**src/rtl/countdown_timer_pkg.sv**
```systemverilog
// ----------------------------------------------------------------------------
// countdown_timer_pkg
// Shared definitions for the memory-mapped countdown timer: register select
// codes (byte offset bits [3:2]), CTRL/STATUS bit positions, FSM state type
// and the default prescaler ratio (1 ms ticks at 100 MHz).
// ----------------------------------------------------------------------------
package countdown_timer_pkg;

    localparam int unsigned DEFAULT_CYCLES_PER_TICK = 100_000;

    // Register select = byte offset [3:2]
    localparam logic [1:0] REG_CTRL   = 2'd0;   // 0x0
    localparam logic [1:0] REG_LOAD   = 2'd1;   // 0x4
    localparam logic [1:0] REG_COUNT  = 2'd2;   // 0x8
    localparam logic [1:0] REG_STATUS = 2'd3;   // 0xC

    localparam int unsigned CTRL_EN_BIT        = 0;
    localparam int unsigned CTRL_PERIODIC_BIT  = 1;
    localparam int unsigned CTRL_IRQ_EN_BIT    = 2;
    localparam int unsigned STATUS_EXPIRED_BIT = 0;

    typedef enum logic [1:0] {
        ST_IDLE = 2'd0,
        ST_RUN  = 2'd1,
        ST_DONE = 2'd2
    } timer_state_t;

endpackage

```
**src/rtl/countdown_timer_if.sv**
```systemverilog
// ----------------------------------------------------------------------------
// countdown_timer_if
// IO-bus register port of the countdown timer.
//   addr   : byte offset, [3:2] select the register
//   wen    : one-cycle write strobe, wdata: write data
//   ren    : read strobe; rdata/rvalid return one cycle later
//   irq    : level interrupt from the peripheral
// master = CPU/bus side, slave = peripheral side.
// ----------------------------------------------------------------------------
interface countdown_timer_if;
    logic [3:0]  addr;
    logic        wen;
    logic [31:0] wdata;
    logic        ren;
    logic [31:0] rdata;
    logic        rvalid;
    logic        irq;

    modport master (
        output addr, wen, wdata, ren,
        input  rdata, rvalid, irq
    );

    modport slave (
        input  addr, wen, wdata, ren,
        output rdata, rvalid, irq
    );
endinterface

```
**src/rtl/countdown_timer_prescaler.sv**
```systemverilog
// ----------------------------------------------------------------------------
// tick_prescaler
// Divides clk down to a one-cycle tick pulse every CYCLES_PER_TICK cycles
// while i_run is high. The counter holds when i_run is low.
//   clk, rst_n : clock, asynchronous active-low reset
//   i_run      : count enable
//   i_clear    : synchronous restart of the count at 0 (wins over i_run)
//   o_tick     : high for the cycle in which the count is CYCLES_PER_TICK-1
// ----------------------------------------------------------------------------
module tick_prescaler
    import countdown_timer_pkg::*;
#(
    parameter int unsigned CYCLES_PER_TICK = DEFAULT_CYCLES_PER_TICK
) (
    input  logic clk,
    input  logic rst_n,
    input  logic i_run,
    input  logic i_clear,
    output logic o_tick
);

    localparam int unsigned PW = (CYCLES_PER_TICK > 1) ? $clog2(CYCLES_PER_TICK) : 1;
    localparam logic [PW-1:0] LAST = PW'(CYCLES_PER_TICK - 1);

    logic [PW-1:0] r_cnt;

    assign o_tick = i_run && (r_cnt == LAST);

    always_ff @(posedge clk or negedge rst_n) begin
        if (!rst_n) begin
            r_cnt <= '0;
        end else if (i_clear) begin
            r_cnt <= '0;
        end else if (i_run) begin
            r_cnt <= o_tick ? '0 : r_cnt + 1'b1;
        end
    end

endmodule

```
**src/rtl/countdown_timer.sv**
```systemverilog
// ----------------------------------------------------------------------------
// countdown_timer
// CPU-writable countdown/alarm timer on the IO bus. Software writes LOAD,
// then CTRL.en=1; COUNT decrements once per prescaler tick and on expiry the
// sticky STATUS.expired flag is set and irq raised (if CTRL.irq_en).
// One-shot or periodic (auto-reload from LOAD) operation.
//   clk, rst_n : clock, asynchronous active-low reset
//   bus        : register port (slave modport of countdown_timer_if)
// Registers: 0x0 CTRL{irq_en,periodic,en}, 0x4 LOAD, 0x8 COUNT (RO),
//            0xC STATUS{expired} (write 1 to clear)
// ----------------------------------------------------------------------------
module countdown_timer
    import countdown_timer_pkg::*;
#(
    parameter int unsigned CYCLES_PER_TICK = DEFAULT_CYCLES_PER_TICK,
    parameter int unsigned CNT_W           = 32
) (
    input  logic             clk,
    input  logic             rst_n,
    countdown_timer_if.slave bus
);

    timer_state_t     r_state;
    logic             r_en;
    logic             r_periodic;
    logic             r_irq_en;
    logic [CNT_W-1:0] r_load;
    logic [CNT_W-1:0] r_count;
    logic             r_expired;
    logic             r_irq;
    logic [31:0]      r_rdata;
    logic             r_rvalid;

    logic [1:0]       w_sel;
    logic             w_ctrl_wr;
    logic             w_arm;
    logic             w_stop;
    logic             w_load_wr;
    logic             w_w1c;
    logic             w_tick;
    logic             w_expire;
    logic             w_set;
    logic             w_expired_next;
    logic             w_irq_en_next;
    logic [31:0]      w_rd_mux;
    logic             w_unused_addr;

    assign w_sel         = bus.addr[3:2];
    assign w_unused_addr = ^bus.addr[1:0];

    assign w_ctrl_wr = bus.wen && (w_sel == REG_CTRL);
    assign w_arm     = w_ctrl_wr &&  bus.wdata[CTRL_EN_BIT];
    assign w_stop    = w_ctrl_wr && !bus.wdata[CTRL_EN_BIT];
    assign w_load_wr = bus.wen && (w_sel == REG_LOAD);
    assign w_w1c     = bus.wen && (w_sel == REG_STATUS) && bus.wdata[STATUS_EXPIRED_BIT];

    // Entry into RUN (and restart while running) always starts a full tick.
    tick_prescaler #(
        .CYCLES_PER_TICK (CYCLES_PER_TICK)
    ) u_prescaler (
        .clk     (clk),
        .rst_n   (rst_n),
        .i_run   (r_state == ST_RUN),
        .i_clear (w_arm),
        .o_tick  (w_tick)
    );

    // A CTRL write takes priority over a coincident tick, so it also
    // suppresses the expiry that tick would have caused.
    assign w_expire = w_tick && !w_ctrl_wr && (r_count == CNT_W'(1));
    assign w_set    = w_expire || (w_arm && (r_load == '0));

    // Set beats a simultaneous write-1-to-clear.
    assign w_expired_next = w_set || (r_expired && !w_w1c);
    assign w_irq_en_next  = w_ctrl_wr ? bus.wdata[CTRL_IRQ_EN_BIT] : r_irq_en;

    always_ff @(posedge clk or negedge rst_n) begin
        if (!rst_n) begin
            r_state    <= ST_IDLE;
            r_en       <= 1'b0;
            r_periodic <= 1'b0;
            r_irq_en   <= 1'b0;
            r_load     <= '0;
            r_count    <= '0;
            r_expired  <= 1'b0;
            r_irq      <= 1'b0;
        end else begin
            r_expired <= w_expired_next;
            r_irq     <= w_expired_next && w_irq_en_next;

            if (w_ctrl_wr) begin
                r_en       <= bus.wdata[CTRL_EN_BIT];
                r_periodic <= bus.wdata[CTRL_PERIODIC_BIT];
                r_irq_en   <= bus.wdata[CTRL_IRQ_EN_BIT];
            end

            if (w_load_wr) begin
                r_load <= bus.wdata[CNT_W-1:0];
            end

            if (w_arm) begin
                r_count <= r_load;
                r_state <= (r_load == '0) ? ST_DONE : ST_RUN;
            end else if (w_stop) begin
                r_state <= ST_IDLE;
            end else if ((r_state == ST_RUN) && w_tick) begin
                if (r_count == CNT_W'(1)) begin
                    if (r_periodic) begin
                        r_count <= r_load;
                        if (r_load == '0) begin
                            r_state <= ST_DONE;
                        end
                    end else begin
                        r_count <= '0;
                        r_state <= ST_DONE;
                    end
                end else begin
                    r_count <= r_count - 1'b1;
                end
            end
        end
    end

    always_comb begin
        w_rd_mux = '0;
        case (w_sel)
            REG_CTRL: begin
                w_rd_mux[CTRL_EN_BIT]       = r_en;
                w_rd_mux[CTRL_PERIODIC_BIT] = r_periodic;
                w_rd_mux[CTRL_IRQ_EN_BIT]   = r_irq_en;
            end
            REG_LOAD:   w_rd_mux[CNT_W-1:0] = r_load;
            REG_COUNT:  w_rd_mux[CNT_W-1:0] = r_count;
            REG_STATUS: w_rd_mux[STATUS_EXPIRED_BIT] = r_expired;
            default:    w_rd_mux = '0;
        endcase
    end

    // Read data samples pre-edge register values, so a read racing a write
    // to the same register returns the old contents.
    always_ff @(posedge clk or negedge rst_n) begin
        if (!rst_n) begin
            r_rdata  <= '0;
            r_rvalid <= 1'b0;
        end else begin
            r_rvalid <= bus.ren;
            if (bus.ren) begin
                r_rdata <= w_rd_mux;
            end
        end
    end

    assign bus.rdata  = r_rdata;
    assign bus.rvalid = r_rvalid;
    assign bus.irq    = r_irq;

endmodule

```
**src/flat_wrapper.sv**
```systemverilog
// flat-port wrapper written by rule: the top's interface ports become plain ports
module countdown_timer_flat import countdown_timer_pkg::*;
#(
    parameter int unsigned CYCLES_PER_TICK = DEFAULT_CYCLES_PER_TICK,
    parameter int unsigned CNT_W           = 32
)
  (clk, rst_n, bus_addr, bus_wen, bus_wdata, bus_ren, bus_rdata, bus_rvalid, bus_irq);
  countdown_timer_if bus_i ();
  input  logic clk;
  input  logic rst_n;
  input wire logic [$bits(bus_i.addr)-1:0] bus_addr;
  input wire logic [$bits(bus_i.wen)-1:0] bus_wen;
  input wire logic [$bits(bus_i.wdata)-1:0] bus_wdata;
  input wire logic [$bits(bus_i.ren)-1:0] bus_ren;
  output wire logic [$bits(bus_i.rdata)-1:0] bus_rdata;
  output wire logic [$bits(bus_i.rvalid)-1:0] bus_rvalid;
  output wire logic [$bits(bus_i.irq)-1:0] bus_irq;
  assign bus_i.addr = bus_addr;
  assign bus_i.wen = bus_wen;
  assign bus_i.wdata = bus_wdata;
  assign bus_i.ren = bus_ren;
  assign bus_rdata = bus_i.rdata;
  assign bus_rvalid = bus_i.rvalid;
  assign bus_irq = bus_i.irq;
  countdown_timer #(.CYCLES_PER_TICK(CYCLES_PER_TICK), .CNT_W(CNT_W)) u_core (.clk(clk), .rst_n(rst_n), .bus(bus_i));
endmodule
```
**config.mk**
```make
export PLATFORM = sky130hd
export DESIGN_NAME = countdown_timer_flat
export DESIGN_NICKNAME = d
export VERILOG_FILES = /design/src/rtl/countdown_timer_pkg.sv /design/src/rtl/countdown_timer_if.sv /design/src/rtl/countdown_timer_prescaler.sv /design/src/rtl/countdown_timer.sv /design/src/flat_wrapper.sv
export SDC_FILE = /design/constraint.sdc
export NUM_CORES = 1
export LEC_CHECK = 0
export ABC_CLOCK_PERIOD_IN_PS = 4300
export CAP_MARGIN = 40
export CORE_MARGIN = 3
export CORE_UTILIZATION = 60
export DETAILED_ROUTE_END_ITERATION = 10
export PLACE_DENSITY = 0.9
export SLEW_MARGIN = 20
export SYNTH_ARGS = -nofsm -noshare
export SYNTH_HDL_FRONTEND = slang
export SYNTH_SLANG_ARGS = --single-unit
export TNS_END_PERCENT = 20
```
**constraint.sdc**
```tcl
create_clock -name clk -period 4.3 [get_ports clk]
set_clock_uncertainty 0.15 [all_clocks]
set_input_delay 0.86 -clock clk [delete_from_list [all_inputs] [get_ports clk]]
set_output_delay 0.86 -clock clk [all_outputs]
set_load 0.05 [all_outputs]
```
==> metrics.md <==
| Metric | Value |
|---|---|
| H-Tree Level Count | `4` |
| Drt initial violations | `608` |
| Max FO, Critical Path | `31` |
| PnR worst setup slack | `956.0 ps` |
| Post-synth EDFFs | `0` |
| Final setup violation count | `0` |
| Class of the tightest hold or removal check | `in -> async` |
| Summed negative setup slack over all endpoints | `0 ps` |
| HPWL reported at the end of detailed placement | `11140 µm` |
| Required time of the worst setup path | `4560 ps` |
| Final period demand of the worst path | `3344 ps` |
| Status | `complete, no violations` |
| Worst path arrival time | `3610 ps` |
| Slew HR | `0.4483` |
| Sum of routed wire segments on met1 | `6596 µm` |
| Commonest non-fill, non-tap cells in the layout | `121 x dfrtp_1, 70 x clkdlybuf4s50_1, 58 x nand2_1, 38 x inv_1, 36 x mux2_2` |
| Worst-Margin Slew | `820.1 ps` |
| Number of global-route vias before repair | `5591` |
| Die Wd | `107.9 µm` |
| Post-synth design cell area | `6231 µm²` |
| Port Buffers | `71` |
| Peak supply drop | `0.0003922 V` |
| CTS sink count | `121` |
| Met2 routed WL | `8288 µm` |
| Routed length on met3 | `1668 µm` |
| Max Clk Rate | `0.2990 GHz` |
| Most common cell after layout, fill and taps aside | `dfrtp_1` |
| Prevailing post-synth register cell | `dfrtp_1` |
| Core box area | `9955 µm²` |
| Overall die area | `11640 µm²` |
| Starting utilization of the core area | `0.6259` |
| Async SR Flop Fraction | `1.000` |
| Start-to-end type of the worst setup path | `in -> reg` |
| Row Count | `36` |
| Number of antenna cells inserted | `0` |
| Final Cycle Share | `0.7777` |
| Final Net Count | `743` |
| Total detailed-routing wirelength | `17140 µm` |
| Top routing layer in use | `met4` |
| Total nets after synthesis | `676` |
| Final hold slack | `230.8 ps` |
| Worst Reg2Reg Path Length in Cells | `8` |
| Pre-CTS worst setup slack | `531.0 ps` |
| Synthesis warning total | `0` |
| Top-level I/O count | `74` |
| Vert. Die Dim | `107.9 µm` |
| Nature of the critical path startpoint | `input port` |
| Max Cap Violations | `0` |
| First-pass GRT wire length | `27850 µm` |
| Power density over the cells | `493.9 nW/µm²` |
| Number of buffers created by CTS | `17` |
| DRC errors left | `0` |
| Unrepaired setup endpoints after global routing | `false` |
| # hold bufs at CTS | `0` |
| Leakage power total | `3.172 nW` |
| Clock root buffer | `clkbuf_8` |
| Clock tree from TritonCTS | `built` |
| Number of flip-flops and latches in the synthesized netlist | `121` |
| Number of vias per cell | `6.606` |
| Post-CTS setup repair buffer count | `0` |
| Synth-to-Final Area Change | `23.57%` |
| Mean post-synth cell area | `9.938 µm²` |
| Final Hold Vio Count | `0` |
| Latest clock arrival within the worst-skew pair | `540 ps` |
| Maximum number of pins on one net before global-route repair | `63` |
| Congestion Overflow GR | `0` |
| Post_cts resized | `0` |
| Distinct cell type count after synthesis | `58` |
| Global placement routability congestion | `0.9570` |
| Antenna violations before repair | `0` |
| Clock Path Buffers | `2` |
| Critical path endpoint category | `register` |
| Via total after detailed routing | `5549` |
| 1st-pass router iterations | `7` |
| Clock-pin slew reported for the worst setup and hold paths after clock tree synthesis | `60 ps` |
| Detailed-route wire length per cell | `20.40 µm` |
| Total Routing Usage GR | `0.3087` |
| Register area share after synthesis | `0.4859` |
| Share of post-route cells with drive strength above 1 | `0.1358` |
| Number of max-slew violations in the final report | `0` |
| Synthesized instance count | `627` |
| Antenna viol nets, final | `0` |
[per-layer routing]
| layer | vias up | global-route usage |
|---|---|---|
| li1 | 2462 | - |
| met1 | 2706 | 0.3932 |
| met2 | 313 | 0.4889 |
| met3 | 68 | 0.09238 |
| met4 | 0 | 0.1389 |
| met5 | - | 0 |
[path summary, 6_finish.rpt]
| check | start | end | slack, ps |
|---|---|---|---|
| setup / recovery | bus_addr[2] | u_core.r_count[7] | 960 |
| min in group clk | u_core.bus.rdata[0] | u_core.bus.rdata[0] | 360 |
| max in group asynchronous | rst_n | u_core.bus.rdata[23] | 2980 |
| setup reg to reg | u_core.r_count[1] | u_core.r_count[24] | 1020 |
| hold / removal | rst_n | u_core.bus.rdata[4] | 230 |
| hold reg to reg | u_core.bus.rdata[0] | u_core.bus.rdata[0] | 360 |
[per-stage QoR]
stage / cell area, µm² / util / total power, W / cells
5_1_grt: 7700 / 0.7735 / 0.003960 / 840
3_5_place_dp: 7062 / 0.7094 / 0.002286 / 807
2_1_floorplan: 6231 / - / 0.002012 / 627
4_1_cts: 7685 / 0.7720 / 0.003798 / 839
6_report: 7700 / 0.7735 / 0.003803 / 840
3_3_place_gp: 7034 / 0.7066 / 0.002239 / 806
[worst max-delay path, stage by stage]
cell and delay (ps):
clkdlybuf4s50_1 550, inv_1 110, ha_1 290, and2_0 270, nor4_2 280, buf_4 290
a31o_2 670, nand2_1 130, o311ai_0 130
[registers in the layout, indices dropped and copies added, names as in the netlist]
signal                    cells
u_core.bus.irq                1
u_core.bus.rvalid             1
u_core.r_state                2
u_core.r_count               32
u_core.r_irq_en               1
u_core.bus.rdata             32
u_core.u_prescaler.r_cnt     17
u_core.r_periodic             1
u_core.r_expired              1
u_core.r_en                   1
u_core.r_load                32
[final cells by class]
| class | count | area, µm² |
|---|---|---|
| clock buffer | 19 | 421.7 |
| clock inverter | 13 | 201.4 |
| fill | 640 | 2255 |
| inverter | 38 | 142.6 |
| multi-input combinational | 432 | 2894 |
| sequential | 121 | 3028 |
| tap | 133 | 166.4 |
| timing repair buffer | 84 | 845.8 |
[kinds of logic after synthesis]
kind of cell    after synthesis  synth area share
flops                       121            0.4859
simple gates                224            0.1944
mux                          36           0.06506
buf+inv                      74           0.04960
compound gates              150            0.1687
fa+ha+maj                     9           0.01807
xor+xnor                     13           0.01827
[report_power, final]
group	internal, W	switching, W
clock	0.000995	0.000510
combinational	0.000318	0.000396
sequential	0.00133	0.000256
[synth_stat cells (all sizes together), types with 15 or more instances]
cell / number / area share
o22ai: 32 / 0.032
nor3: 22 / 0.018
nor4: 23 / 0.029
mux2: 36 / 0.065
o21ai: 17 / 0.015
a21oi: 18 / 0.014
nor2: 35 / 0.021
dfrtp: 121 / 0.49
inv: 38 / 0.023
clkbuf: 21 / 0.013
buf: 15 / 0.014
nand3: 31 / 0.025
nand2: 58 / 0.035
a22oi: 35 / 0.042
Power figures use the tool's default switching activity.
